===== src/rtl/m_gen_pkg.sv =====
// Shared types and default sizes for the M-generation frame scheduler.
package m_gen_pkg;

  localparam int J_DEF  = 14;
  localparam int I_ROWS = 7;
  localparam int A_SIZE = 2;
  localparam int FW_DEF = 64;
  localparam int CW_DEF = 16;
  localparam int JW     = $clog2(J_DEF);

  typedef enum logic [2:0] {
    IDLE   = 3'd0,
    LOAD   = 3'd1,
    WAIT_X = 3'd2,
    GEN    = 3'd3,
    DRAIN  = 3'd4,
    DONE   = 3'd5
  } sched_state_e;

  function automatic logic is_busy_state(input sched_state_e s);
    return (s == LOAD) || (s == WAIT_X) || (s == GEN) || (s == DRAIN);
  endfunction

endpackage


===== src/rtl/m_gen_scheduler_if.sv =====
// Datapath-side handshake bundle between the scheduler (master) and the M-generation datapath (slave).
interface m_gen_scheduler_if;
  import m_gen_pkg::*;

  logic              alpha_ld_req;
  logic              alpha_ld_last;
  logic              x_init_tvalid;
  logic              start_gen;
  logic [JW-1:0]     J_index;
  logic              cand_tvalid;
  logic              cand_tlast;
  logic              f_tvalid;
  logic [FW_DEF-1:0] f_value;

  modport master (
    output alpha_ld_req, start_gen, J_index,
    input  alpha_ld_last, x_init_tvalid, cand_tvalid, cand_tlast, f_tvalid, f_value
  );

  modport slave (
    input  alpha_ld_req, start_gen, J_index,
    output alpha_ld_last, x_init_tvalid, cand_tvalid, cand_tlast, f_tvalid, f_value
  );

endinterface


===== src/rtl/m_gen_scheduler_f_min_tracker.sv =====
// Running-minimum register: remembers the smallest value seen since clear plus its ordinal and tag.
module f_min_tracker #(
  parameter int VW = 64,
  parameter int OW = 16,
  parameter int TW = 4
) (
  input  logic          clk,
  input  logic          rst_n,
  input  logic          clear,
  input  logic          valid,
  input  logic [VW-1:0] value,
  input  logic [OW-1:0] ordinal,
  input  logic [TW-1:0] tag,
  output logic [VW-1:0] best_value,
  output logic [OW-1:0] best_ordinal,
  output logic [TW-1:0] best_tag
);

  logic [VW-1:0] best_value_r;
  logic [OW-1:0] best_ordinal_r;
  logic [TW-1:0] best_tag_r;

  // Strictly-smaller update so ties keep the earliest winner.
  always_ff @(posedge clk) begin
    if (!rst_n) begin
      best_value_r   <= {VW{1'b1}};
      best_ordinal_r <= {OW{1'b0}};
      best_tag_r     <= {TW{1'b0}};
    end else if (clear) begin
      best_value_r   <= {VW{1'b1}};
      best_ordinal_r <= {OW{1'b0}};
      best_tag_r     <= {TW{1'b0}};
    end else if (valid && (value < best_value_r)) begin
      best_value_r   <= value;
      best_ordinal_r <= ordinal;
      best_tag_r     <= tag;
    end
  end

  assign best_value   = best_value_r;
  assign best_ordinal = best_ordinal_r;
  assign best_tag     = best_tag_r;

endmodule


===== src/rtl/m_gen_scheduler.sv =====
// Frame sequencer: alpha load, x_initial wait, J sweeps of start_gen/drain, min-F tracking.
// Optional watchdog enabled by defining M_GEN_SCHED_TIMEOUT_EN.
module m_gen_scheduler
  import m_gen_pkg::*;
#(
  parameter int J  = J_DEF,
  parameter int FW = FW_DEF,
  parameter int CW = CW_DEF
`ifdef M_GEN_SCHED_TIMEOUT_EN
  , parameter int TMO = 1024
`endif
) (
  input  logic                clk,
  input  logic                rst_n,
  input  logic                cmd_start,
  output logic                busy,
  m_gen_scheduler_if.master   bus,
  output logic [FW-1:0]       best_f,
  output logic [JW-1:0]       best_j,
  output logic [CW-1:0]       best_k,
  output logic                done,
  output logic                err
);

  localparam logic [JW-1:0] J_LAST = JW'(J - 1);

  sched_state_e  state_r, fsm_next_s, next_s;
  logic [JW-1:0] j_idx_r;
  logic [CW-1:0] cand_cnt_r, f_cnt_r, cand_inc_s, f_inc_s;
  logic          busy_r, done_r, err_r, alpha_req_r, start_gen_r;
  logic          accept_s, c_take_s, f_take_s, early_s, over_s, wrap_s;
  logic          drain_exit_s, wd_fire_s;

  // Event decode and next-state selection.
  always_comb begin
    accept_s     = (state_r == IDLE) && cmd_start;
    c_take_s     = (state_r == GEN) && bus.cand_tvalid;
    f_take_s     = ((state_r == GEN) || (state_r == DRAIN)) && bus.f_tvalid;
    cand_inc_s   = cand_cnt_r + CW'(c_take_s);
    f_inc_s      = f_cnt_r + CW'(f_take_s);
    early_s      = ((state_r == IDLE) || (state_r == LOAD) || (state_r == WAIT_X)) &&
                   (bus.f_tvalid || bus.cand_tvalid);
    over_s       = ((state_r == GEN) || (state_r == DRAIN)) && (f_inc_s > cand_inc_s);
    wrap_s       = (c_take_s && (cand_cnt_r == {CW{1'b1}})) ||
                   (f_take_s && (f_cnt_r == {CW{1'b1}}));
    drain_exit_s = (state_r == DRAIN) && (f_inc_s == cand_cnt_r);
    fsm_next_s   = state_r;
    case (state_r)
      IDLE:    if (accept_s) fsm_next_s = LOAD; else fsm_next_s = IDLE;
      LOAD:    if (bus.alpha_ld_last) fsm_next_s = WAIT_X; else fsm_next_s = LOAD;
      WAIT_X:  if (bus.x_init_tvalid) fsm_next_s = GEN; else fsm_next_s = WAIT_X;
      GEN:     if (bus.cand_tvalid && bus.cand_tlast) fsm_next_s = DRAIN; else fsm_next_s = GEN;
      DRAIN: begin
        if (drain_exit_s) begin
          if (j_idx_r == J_LAST) fsm_next_s = DONE; else fsm_next_s = GEN;
        end else begin
          fsm_next_s = DRAIN;
        end
      end
      DONE:    fsm_next_s = IDLE;
      default: fsm_next_s = IDLE;
    endcase
    next_s = wd_fire_s ? IDLE : fsm_next_s;
  end

  // State, sweep index, per-index counters and registered outputs.
  always_ff @(posedge clk) begin
    if (!rst_n) begin
      state_r     <= IDLE;
      j_idx_r     <= {JW{1'b0}};
      cand_cnt_r  <= {CW{1'b0}};
      f_cnt_r     <= {CW{1'b0}};
      busy_r      <= 1'b0;
      done_r      <= 1'b0;
      err_r       <= 1'b0;
      alpha_req_r <= 1'b0;
      start_gen_r <= 1'b0;
    end else begin
      state_r     <= next_s;
      busy_r      <= is_busy_state(next_s);
      done_r      <= (next_s == DONE) || wd_fire_s;
      alpha_req_r <= (next_s == LOAD);
      start_gen_r <= (next_s == GEN) && (state_r != GEN);
      if (accept_s) begin
        j_idx_r <= {JW{1'b0}};
      end else if (drain_exit_s && (j_idx_r != J_LAST)) begin
        j_idx_r <= j_idx_r + {{(JW-1){1'b0}}, 1'b1};
      end
      if (accept_s || drain_exit_s || wd_fire_s) begin
        cand_cnt_r <= {CW{1'b0}};
        f_cnt_r    <= {CW{1'b0}};
      end else begin
        cand_cnt_r <= cand_inc_s;
        f_cnt_r    <= f_inc_s;
      end
      // A fresh frame forgets old faults but still flags one arriving in the start cycle.
      if (accept_s) begin
        err_r <= early_s;
      end else begin
        err_r <= err_r | early_s | over_s | wrap_s | wd_fire_s;
      end
    end
  end

`ifdef M_GEN_SCHED_TIMEOUT_EN
  localparam int WDW = $clog2(TMO);
  logic [WDW-1:0] wd_cnt_r;
  logic           wd_act_s;

  // Silence detector: any datapath handshake restarts the count.
  always_comb begin
    wd_act_s  = bus.cand_tvalid || bus.f_tvalid || bus.x_init_tvalid || bus.alpha_ld_last;
    wd_fire_s = is_busy_state(state_r) && !wd_act_s && (wd_cnt_r == WDW'(TMO - 1));
  end

  // Watchdog counter, idle outside busy states.
  always_ff @(posedge clk) begin
    if (!rst_n) begin
      wd_cnt_r <= {WDW{1'b0}};
    end else if (!is_busy_state(state_r) || wd_act_s || wd_fire_s) begin
      wd_cnt_r <= {WDW{1'b0}};
    end else begin
      wd_cnt_r <= wd_cnt_r + {{(WDW-1){1'b0}}, 1'b1};
    end
  end
`else
  assign wd_fire_s = 1'b0;
`endif

  f_min_tracker #(.VW(FW), .OW(CW), .TW(JW)) u_min (
    .clk          (clk),
    .rst_n        (rst_n),
    .clear        (accept_s),
    .valid        (f_take_s),
    .value        (bus.f_value),
    .ordinal      (f_cnt_r),
    .tag          (j_idx_r),
    .best_value   (best_f),
    .best_ordinal (best_k),
    .best_tag     (best_j)
  );

  assign busy             = busy_r;
  assign done             = done_r;
  assign err              = err_r;
  assign bus.alpha_ld_req = alpha_req_r;
  assign bus.start_gen    = start_gen_r;
  assign bus.J_index      = j_idx_r;

endmodule


===== src/flat_wrapper.sv =====
// flat-port wrapper written by rule: the top's interface ports become plain ports
module m_gen_scheduler_flat import m_gen_pkg::*;
#(
  parameter int J  = J_DEF,
  parameter int FW = FW_DEF,
  parameter int CW = CW_DEF

)
  (clk, rst_n, cmd_start, busy, best_f, best_j, best_k, done, err, bus_alpha_ld_req, bus_start_gen, bus_J_index, bus_alpha_ld_last, bus_x_init_tvalid, bus_cand_tvalid, bus_cand_tlast, bus_f_tvalid, bus_f_value);
  m_gen_scheduler_if bus_i ();
  input  logic clk;
  input  logic rst_n;
  input  logic cmd_start;
  output logic busy;
  output logic [FW-1:0] best_f;
  output logic [JW-1:0] best_j;
  output logic [CW-1:0] best_k;
  output logic done;
  output logic err;
  output wire logic [$bits(bus_i.alpha_ld_req)-1:0] bus_alpha_ld_req;
  output wire logic [$bits(bus_i.start_gen)-1:0] bus_start_gen;
  output wire logic [$bits(bus_i.J_index)-1:0] bus_J_index;
  input wire logic [$bits(bus_i.alpha_ld_last)-1:0] bus_alpha_ld_last;
  input wire logic [$bits(bus_i.x_init_tvalid)-1:0] bus_x_init_tvalid;
  input wire logic [$bits(bus_i.cand_tvalid)-1:0] bus_cand_tvalid;
  input wire logic [$bits(bus_i.cand_tlast)-1:0] bus_cand_tlast;
  input wire logic [$bits(bus_i.f_tvalid)-1:0] bus_f_tvalid;
  input wire logic [$bits(bus_i.f_value)-1:0] bus_f_value;
  assign bus_alpha_ld_req = bus_i.alpha_ld_req;
  assign bus_start_gen = bus_i.start_gen;
  assign bus_J_index = bus_i.J_index;
  assign bus_i.alpha_ld_last = bus_alpha_ld_last;
  assign bus_i.x_init_tvalid = bus_x_init_tvalid;
  assign bus_i.cand_tvalid = bus_cand_tvalid;
  assign bus_i.cand_tlast = bus_cand_tlast;
  assign bus_i.f_tvalid = bus_f_tvalid;
  assign bus_i.f_value = bus_f_value;
  m_gen_scheduler #(.J(J), .FW(FW), .CW(CW)) u_core (.clk(clk), .rst_n(rst_n), .cmd_start(cmd_start), .busy(busy), .bus(bus_i), .best_f(best_f), .best_j(best_j), .best_k(best_k), .done(done), .err(err));
endmodule

===== config.mk =====
export PLATFORM = sky130hd
export DESIGN_NAME = m_gen_scheduler_flat
export DESIGN_NICKNAME = d
export VERILOG_FILES = /design/src/rtl/m_gen_pkg.sv /design/src/rtl/m_gen_scheduler_if.sv /design/src/rtl/m_gen_scheduler_f_min_tracker.sv /design/src/rtl/m_gen_scheduler.sv /design/src/flat_wrapper.sv
export SDC_FILE = /design/constraint.sdc
export NUM_CORES = 1
export LEC_CHECK = 0
export BUFFER_PORTS_ARGS = -buffer_cell sky130_fd_sc_hd__buf_2
export CORE_ASPECT_RATIO = 1.5
export CORE_MARGIN = 10
export CORE_UTILIZATION = 35
export DETAILED_ROUTE_END_ITERATION = 10
export PLACE_DENSITY = 0.61
export SYNTH_ARGS = -nofsm -noshare
export SYNTH_HDL_FRONTEND = slang
export SYNTH_SLANG_ARGS = --single-unit

===== constraint.sdc =====
create_clock -name clk -period 4.07 [get_ports clk]
set_clock_uncertainty 0.2 [all_clocks]
set_input_delay 0 -clock clk [delete_from_list [all_inputs] [get_ports clk]]
set_output_delay 0 -clock clk [all_outputs]
set_load 0.01 [all_outputs]

Yosys cells after proc, flatten, opt, wreduce, memory -nomap -nowiden
Cells that the tools add are included.
- register bits after elaboration: 128
- input bits: 72
- output and inout bits: 93
- word-level logic and storage cells: 68
- add/sub/neg operators: 3
- order comparisons: 2
- eq/ne operators: 15
- mux-type cells: 8
- bitwise gates (word level): 4
- reduce and logical (&&, ||, !) cells: 24
- operators by type and width (operator ; count):
    < comparator 64 bit ; 1
    adder 16 x 1 -> 16 bit ; 2
    == test 16 bit (second input constant) ; 2
    == test 16 bit ; 1
    > comparator 16 bit ; 1
    case mux 3 bit (5 select lines) ; 1
    == test 3 x 2 -> 1 bit (second input constant) ; 4
    logical AND 1 bit ; 12
    == test 3 bit (second input constant) ; 3
    logical OR 1 bit ; 9
    two-way mux 3 bit ; 3
    == test 3 x 1 -> 1 bit (second input constant) ; 2
    adder 4 x 1 -> 4 bit (second input constant) ; 1
    == test 4 bit (second input constant) ; 1
    != test 4 bit (second input constant) ; 1
    OR reduction 2 bit ; 2
    zero test 3 bit ; 1
    two-way mux 1 bit ; 3
    != test 3 x 2 -> 1 bit (second input constant) ; 1
    OR 1 bit ; 3
    two-way mux 2 bit ; 1
    inverter 1 bit ; 1

Longest topological paths before layout
Gate-level depths: netlist (run 1).
- depth after elaboration: 12
- gate-level depth with buffers: 18
- gate-level depth less buffers: 17

Modules after synthesis
Synthesis (run 1) repeated with hierarchy kept, for this count alone.
- cells, all modules: 935
- area, all modules: 8265.4 µm²
- modules (own cells, without submodules) (module ; instances ; cells each ; area an instance (µm²) ; seq. area each (µm²)):
    f_min_tracker ; 1 ; 577 ; 5117.4 ; 1681.6
    m_gen_scheduler ; 1 ; 358 ; 3148.0 ; 880.8

Least setup slack after synthesis (run 1)
OpenSTA, ideal clock, no wires.
- kind: register to register
- start: reg u_core.state_r[0]
- end: reg u_core.err_r, in the netlist u_core.err
- setup time: 0.133 ns
- arrival: 3.204 ns
- data required time: 3.737 ns
- path slack: 0.532 ns
- cell stages (with the launch flop): 18
- path buffers: 1
- clock period less this slack: 3.538 ns
- cell sequence: dfxtp_1 -> buf_2 -> nor3b_2 -> o21ai_0 -> inv_1 -> ha_1 -> ha_1 -> nand3_1 -> nor3_1 -> xor2_1 -> ha_1 -> nor2b_1 -> o21ai_0 -> nand2b_1 -> a21oi_1 -> nor2b_1 -> a2111oi_0 -> o211ai_1
- word-level cells in the longest chain between the ends: 9
- elaborated cells between the ends (all ways): 23
- classes of those cells: add/sub (2); order compare (1); eq/ne (4); mux (1); bitwise (3); reduce/logical (12)
- ends and longest elaborated chain (what ; line ; RTL):
    start: declaration ; m_gen_scheduler.sv:27 ; sched_state_e state_r, fsm_next_s, next_s;
    start signal: assignment ; m_gen_scheduler.sv:79 ; state_r <= next_s;
    == test 3 x 2 -> 1 bit or == test 3 bit (tied branches) ; m_gen_scheduler.sv:38 ; f_take_s = ((state_r == GEN) || (state_r == DRAIN)) && bus.f_tvalid;
    logical OR 1 bit (*) ; m_gen_scheduler.sv:38 ;
    logical AND 1 bit (*) ; m_gen_scheduler.sv:38 ;
    adder 16 x 1 -> 16 bit (*) ; m_gen_scheduler.sv:40 ; f_inc_s = f_cnt_r + CW'(f_take_s);
    net u_core.f_inc_s[10] ; m_gen_scheduler.sv:29 ; logic [CW-1:0] cand_cnt_r, f_cnt_r, cand_inc_s, f_inc_s;
    > comparator 16 bit (*) ; m_gen_scheduler.sv:43 ; over_s = ((state_r == GEN) || (state_r == DRAIN)) && (f_inc_s > cand_inc_s);
    logical AND 1 bit (*) ; m_gen_scheduler.sv:43 ;
    OR 1 bit (*) (2 in series) ; m_gen_scheduler.sv:100 ; err_r <= err_r | early_s | over_s | wrap_s | wd_fire_s;
    two-way mux 1 bit (*) ; m_gen_scheduler.sv:97 ; if (accept_s) begin
    end signal: assignment ; m_gen_scheduler.sv:98 ; err_r <= early_s;
    end signal: assignment ; m_gen_scheduler.sv:100 ;
    end: declaration ; m_gen_scheduler.sv:30 ; logic busy_r, done_r, err_r, alpha_req_r, start_gen_r;
The timed path passes the listed nets; every way through them passes the cells marked *.
A chain may end at the register's enable or synchronous reset.

Final worst setup path (run 1)
- start: reg u_core.u_min.best_value_r[20], in the netlist u_core.u_min.best_value[20]
- end: reg u_core.u_min.best_value_r[0], in the netlist u_core.u_min.best_value[0]
- word-level cells in the longest chain between the ends: 2
- ends and longest elaborated chain (what ; line ; RTL):
    start: declaration ; m_gen_scheduler_f_min_tracker.sv:19 ; logic [VW-1:0] best_value_r;
    start signal: assignment ; m_gen_scheduler_f_min_tracker.sv:26 ; best_value_r <= {VW{1'b1}};
    start signal: assignment ; m_gen_scheduler_f_min_tracker.sv:30 ; best_value_r <= {VW{1'b1}};
    start signal: assignment ; m_gen_scheduler_f_min_tracker.sv:34 ; best_value_r <= value;
    < comparator 64 bit ; m_gen_scheduler_f_min_tracker.sv:33 ; end else if (valid && (value < best_value_r)) begin
    logical AND 1 bit ; m_gen_scheduler_f_min_tracker.sv:33 ;
Every way passes these cells.

==> metrics.txt, run 1 <==
x dimension of the die=137.9 um; detailed-route DRC error count=0; number of DRC markers after the initial detailed-route iteration=234; total design power=3.077 mW; count of synthesis-stage warnings from yosys=0; leakage=4.544 nW; startpoint of the worst hold path=bus_x_init_tvalid; max_cap viols=0; initial cell density of the core=35.72%; TritonCTS buffer count=17; share of final-layout standard cells stronger than drive strength 1=20.35%; ant diodes=0; Die Y-Extent=196.8 um; most common cell type on the critical path=sky130_fd_sc_hd__a21oi_1; Final nets=1240; Routability Congestion=0.9299; area taken by multi-input logic gates=4267 sq um; nets in the synthesized netlist=1020; site row count=64; Finished Cell Area=9698 sq um; Internal Pwr Total=2.344 mW; clock network power share=49.6%; vias in the first global route=6932; TNS Setup=0 ps; highest clock rate=0.2635 GHz; Hold Crit Class=in -> reg; xor/xnor share of the synthesized area=5.644%; Post-Route WL=22130 um; required time of the critical path=4230 ps; Clock Latency Late Sink=420 ps; DP Wirelength=16320 um; total overflow reported by the global router=0; count of nets left with antenna violations after detail routing=0; Tmin final=3795 ps; Slew headroom=21.07%; Data arrival, critical path=3960 ps; Clock Root Buffer=sky130_fd_sc_hd__clkbuf_16; outcome=finished clean; cell taking the most area after synthesis=sky130_fd_sc_hd__dfxtp_1; setup repair after global routing missed its margin=false; number of unique standard cell types used by synthesis=62; post-synthesis to final-layout area growth=32.97%; main area contributors after synthesis=sky130_fd_sc_hd__dfxtp_1, sky130_fd_sc_hd__ha_1, sky130_fd_sc_hd__o211ai_1; final clock period utilization by the worst path=93.25%; RR Startpoint=u_core.u_min.best_value[20]; share of total power in combinational logic=8.9%; peak supply drop=244.3 uV; mux cell area share after synthesis=0.4289%; transition at the pin with the smallest max-transition slack=1169 ps; worst-case clock buffer depth=2; Post-synth ARST share=0%; Post-Synth Simple-Gate Area=20.45%; net switching fraction of the power=23.82%; TritonRoute pass-1 iters=5; net switching power figure=0.7329 mW; post-synthesis sequential area ratio=35.13%; Place WS=123.5 ps; compound-cell area share of the yosys netlist=16.78%; nature of the critical path endpoint=flip-flop; area fraction of the dominant cell type after synthesis=35.13%; Die Footprint=27130 sq um; number of enable-type register cells in the synthesized netlist=0; setup slack of the critical path after layout=274.6 ps; post-synthesis instance area=7293 sq um; Startpoint Class=flip-flop; worst setup path startpoint=u_core.u_min.best_value[20]; routed length per instance=16.27 um; Via Count=6940; sequential standard cell area=2564 sq um; placeable core region=20420 sq um; Adder-Cell Fraction of Synth Area=14.58%; global-route wire length before repair=34830 um; Vias per Instance=5.103; worst-path cell chain=inv_1 -> ha_1 -> or3_1 -> a21oi_1 -> o311ai_0 -> o31ai_1 -> o211ai_1 -> a211oi_4 -> buf_12 -> nor3_1 -> a21oi_1 -> dlygate4sd3_1; antenna violations before repair=0; count of mapped cells out of synthesis=863; Largest stage delay, worst path=560 ps; Area after DPL=8325 sq um; Worst-path clk slew=60 ps; power density of the placed cells=317.3 nW/um^2; number of H-tree branching levels=4; final count of hold timing violations=0; path type of the worst setup path=reg -> reg; quantity of I/O buffers inserted on ports=164; Worst path slowest cell=sky130_fd_sc_hd__dlygate4sd3_1; final-layout fill cell count=2016; syn_area_per_cell=8.451 sq um; main combinational cell family by area after synthesis=simple AND/OR/NAND/NOR gates; top fanout value on the critical path=114; count of state elements after synthesis=128; GRT Resource Usage Total=15.97%; maximum number of pins on one net before global-route repair=115; Ports=165; primary flip-flop cell chosen by synthesis mapping=sky130_fd_sc_hd__dfxtp_1; pins over their slew limit=0; share of power burned in registers=41.5%; number of endpoints failing setup at the final stage=0; TritonCTS clock tree=built; number of clock sinks=128
worst max-delay path, delay by kind of cell, from the launching register on:
kind	cells	cell delay (ps)
compound gates	6	1400
buf+inv	3	1040
simple gates	2	450
flops	1	350
fa+ha+maj	1	280
layout by cell type (no fill, tap or decap), types with 3 or more instances in the layout:
cell	Yosys	routed
sky130_fd_sc_hd__nor3_1	13	12
sky130_fd_sc_hd__nand3_1	43	42
sky130_fd_sc_hd__dfxtp_1	128	127
sky130_fd_sc_hd__clkbuf_16	0	17
sky130_fd_sc_hd__a21o_1	8	8
sky130_fd_sc_hd__dlygate4sd3_1	0	75
sky130_fd_sc_hd__buf_2	23	164
sky130_fd_sc_hd__inv_1	77	77
sky130_fd_sc_hd__ha_1	85	85
sky130_fd_sc_hd__clkinv_2	0	4
sky130_fd_sc_hd__nor4_1	6	6
sky130_fd_sc_hd__and2_1	3	3
sky130_fd_sc_hd__and4_1	6	6
sky130_fd_sc_hd__o21ai_0	38	38
sky130_fd_sc_hd__nor3_2	2	3
sky130_fd_sc_hd__o21a_1	5	5
sky130_fd_sc_hd__nand2_1	110	110
sky130_fd_sc_hd__nor2_1	39	39
sky130_fd_sc_hd__nor2b_1	18	18
sky130_fd_sc_hd__nand4_1	20	20
sky130_fd_sc_hd__nand2b_1	6	6
sky130_fd_sc_hd__o211ai_1	65	65
sky130_fd_sc_hd__and3_1	13	13
sky130_fd_sc_hd__clkbuf_1	22	3
sky130_fd_sc_hd__xor2_1	22	22
sky130_fd_sc_hd__or3_1	3	3
sky130_fd_sc_hd__xnor2_1	25	25
sky130_fd_sc_hd__a211oi_1	5	5
sky130_fd_sc_hd__clkbuf_8	0	3
sky130_fd_sc_hd__a21oi_1	28	28
sky130_fd_sc_hd__buf_4	3	7
metal layers:
| metal | vias up | wire [um] | part of all wire (%) | GRT usage (%) |
|---|---|---|---|---|
| met5 | - | 0 | 0 | 0 |
| met4 | 0 | 650 | 2.9 | 7.052 |
| met3 | 46 | 1434 | 6.5 | 4.404 |
| met2 | 178 | 11370 | 51 | 28.36 |
| met1 | 3234 | 8672 | 39 | 17.01 |
| li1 | 3482 | - | - | - |
path summary, 6_finish.rpt:
path | cells after the start | slack [ps] | endpoint
worst max-delay path | 12 | 270 | u_core.u_min.best_value[0]
worst min-delay path | 7 | 130 | u_core.state_r[0]
worst max register to register | 12 | 270 | u_core.u_min.best_value[0]
worst min register to register | 2 | 250 | u_core.u_min.best_ordinal[14]
layout make-up:
class	instances	share of cell area, %
Sequential cell	128	26.44
Timing Repair Buffer	248	17.16
Clock inverter	9	1.097
Inverter	77	2.980
Tap cell	264	3.406
Multi-Input combinational cell	611	43.99
Clock buffer	23	4.928
cell families after synthesis:
logic type,after synthesis
simple gates,297
compound gates,178
flops,128
buf+inv,125
fa+ha+maj,85
xor+xnor,47
mux,3
synth_stat cells (all sizes together) (25+ instances only):
master / number
a21oi: 28
o21ai: 39
nand2: 110
dfxtp: 128
nor2: 39
inv: 77
buf: 26
ha: 85
xnor2: 25
o211ai: 65
nand3: 44
through the flow:
step | hold slack (ps) | utilization (%) | std cells
floorplan | -82.21 | - | 863
global placement | 41.59 | 40.77 | 1252
detailed placement | 48.99 | 40.77 | 1252
CTS | 93.59 | 47.31 | 1359
global route | 140.1 | 47.49 | 1360
finish | 127.4 | 47.49 | 1360
flip-flops by register name, indices dropped and copies added (netlist names), 3 cells and up:
signal                     count
u_core.cand_cnt_r             16
u_core.state_r                 3
u_core.u_min.best_ordinal     16
u_core.u_min.best_value       64
u_core.bus.J_index             4
u_core.u_min.best_tag          4
u_core.f_cnt_r                16
what timing repair did:
| action | 4_1_cts | 5_1_grt |
|---|---|---|
| gates resized for setup | 0 | 7 |
| hold buffers | 75 | 0 |
| setup buffers | 0 | 0 |
| setup endpoints to repair | 0 | 39 |
| hold endpoints to repair | 77 | 0 |
power groups by stage:
stage               combinational [mW]  clock (mW)  sequential [mW]
floorplan                        0.117           0             1.30
CTS                              0.273        1.57             1.28
global route                     0.303        1.62             1.28
finish                           0.275        1.53             1.28
global placement                 0.213           0             1.30
detailed placement               0.213           0             1.30
Power figures use the tool's default switching activity.
==> run 2: changes to the inputs <==
- CTS_BUF_LIST: not set -> sky130_fd_sc_hd__clkbuf_16
==> metrics.txt, run 2 (synthesis gave the netlist of run 1 again) <==
number of DRC markers after the initial detailed-route iteration=249; final count of hold timing violations=0; Worst path slowest cell=sky130_fd_sc_hd__dlygate4sd3_1; Routability Congestion=0.9299; highest-count cells in the layout ignoring fill and taps=sky130_fd_sc_hd__buf_2, sky130_fd_sc_hd__dfxtp_1, sky130_fd_sc_hd__nand2_1; kind of cell adding the most delay to the critical path=compound AO/OA/AOI/OAI gates; Startpoint Class=flip-flop; Post-Route WL=22110 um; global-route wire length before repair=34830 um; Area after DPL=8325 sq um; DP Wirelength=16320 um; Vias per Instance=5.102; most common cell type on the critical path=sky130_fd_sc_hd__a21oi_1; x dimension of the die=137.9 um; Die Footprint=27130 sq um; Clock Latency Late Sink=420 ps; final clock period utilization by the worst path=93.20%; total overflow reported by the global router=0; top fanout value on the critical path=114; most common cell after layout, fill and taps aside=sky130_fd_sc_hd__buf_2; Tmin final=3793 ps; required time of the critical path=4230 ps; worst-case clock buffer depth=2; max_cap viols=0; path type of the worst setup path=reg -> reg; count of buffering cells on the critical path with inverters included=3; GRT Resource Usage Total=15.97%; setup slack of the critical path after layout=276.9 ps; Place WS=123.5 ps; Worst-path clk slew=60 ps; pins over their slew limit=0; antenna violations before repair=0; count of nets left with antenna violations after detail routing=0; outcome=finished clean; maximum number of pins on one net before global-route repair=115; site row count=64; power density of the placed cells=311.4 nW/um^2; number of endpoints failing setup at the final stage=0; Largest register FFs=64; nature of the critical path endpoint=flip-flop; vias in the first global route=6932; Final nets=1240; TNS Setup=0 ps; Clock Root Buffer=sky130_fd_sc_hd__clkbuf_16; leakage=4.539 nW; routed length per instance=16.26 um; Data arrival, critical path=3960 ps; detailed-route DRC error count=0; post-synthesis to final-layout area growth=32.56%; initial cell density of the core=35.72%; setup repair bufs after CTS=0; Die Y-Extent=196.8 um; highest clock rate=0.2636 GHz; Slew headroom=23.39%; peak supply drop=244.1 uV; TritonCTS buffer count=17; placeable core region=20420 sq um; Largest stage delay, worst path=560 ps; Hold Crit Class=in -> reg; worst-path cell chain=inv_1 -> ha_1 -> or3_1 -> a21oi_1 -> o311ai_0 -> o31ai_1 -> o211ai_1 -> a211oi_4 -> buf_12 -> nor3_1 -> a21oi_1 -> dlygate4sd3_1; share of final-layout standard cells stronger than drive strength 1=20.07%; setup repair after global routing missed its margin=false; TritonCTS clock tree=built; ant diodes=0; Via Count=6939; Finished Cell Area=9668 sq um; number of H-tree branching levels=4; quantity of I/O buffers inserted on ports=164; transition at the pin with the smallest max-transition slack=1134 ps; number of clock sinks=128; Ports=165; TritonRoute pass-1 iters=5
==> run 2: through the flow <==
step / total power, mW / utilization (%) / hold slack [ps] / instances
finish: 3.011 / 47.35 / 124.6 / 1360
global route: 3.135 / 47.35 / 140.1 / 1360
CTS: 3.052 / 47.16 / 93.59 / 1359
detailed placement: 1.516 / 40.77 / 48.99 / 1252
global placement: 1.516 / 40.77 / 41.59 / 1252
floorplan: 1.420 / - / -82.21 / 863
==> run 2: what timing repair did <==
action                                  4_1_cts  5_1_grt
gates resized for setup                       0        7
hold endpoints to repair                     77        0
endpoints found under the setup margin        0       39
hold buffers                                 75        0
==> run 2: path summary, 6_finish.rpt <==
check | startpoint | end | slack (ps) | depth (start not counted)
min | bus_x_init_tvalid | u_core.state_r[0] | 120 | 7
max reg2reg | u_core.u_min.best_value[20] | u_core.u_min.best_value[0] | 280 | 12
max | u_core.u_min.best_value[20] | u_core.u_min.best_value[0] | 280 | 12
min reg2reg | u_core.u_min.best_ordinal[14] | u_core.u_min.best_ordinal[14] | 250 | 2
==> run 2: cell type report <==
class	count	area, sq um
well taps	264	330.3
flip-flops and latches	128	2564
multi-input cells	611	4267
inverters	77	289.0
fillers	2020	10750
clock buffers	17	425.4
repair buffers	248	1664
clock inverters	15	128.9
==> run 2: report_power, final <==
part           internal, mW  switching, mW  leakage [nW]
combinational         0.128          0.147          3.22
sequential             1.27         0.0105          1.04
clock                 0.886          0.573         0.287
total                  2.28          0.731          4.54
==> run 2: per-layer routing <==
metal / track usage [%] / share of wire, % / vias to the layer above
li1: - / - / 3481
met5: 0 / 0 / -
met1: 17.01 / 39 / 3237
met3: 4.404 / 6.5 / 45
met4: 7.052 / 2.8 / 0
met2: 28.36 / 51 / 176
==> run 2: worst register-to-register path, cell delays in order, from the launching register on <==
cell	delay (ps)
sky130_fd_sc_hd__dfxtp_1	350
sky130_fd_sc_hd__inv_1	70
sky130_fd_sc_hd__ha_1	280
sky130_fd_sc_hd__or3_1	370
sky130_fd_sc_hd__a21oi_1	150
sky130_fd_sc_hd__o311ai_0	170
sky130_fd_sc_hd__o31ai_1	290
sky130_fd_sc_hd__o211ai_1	280
sky130_fd_sc_hd__a211oi_4	370
sky130_fd_sc_hd__buf_12	410
sky130_fd_sc_hd__nor3_1	110
sky130_fd_sc_hd__a21oi_1	160
sky130_fd_sc_hd__dlygate4sd3_1	560
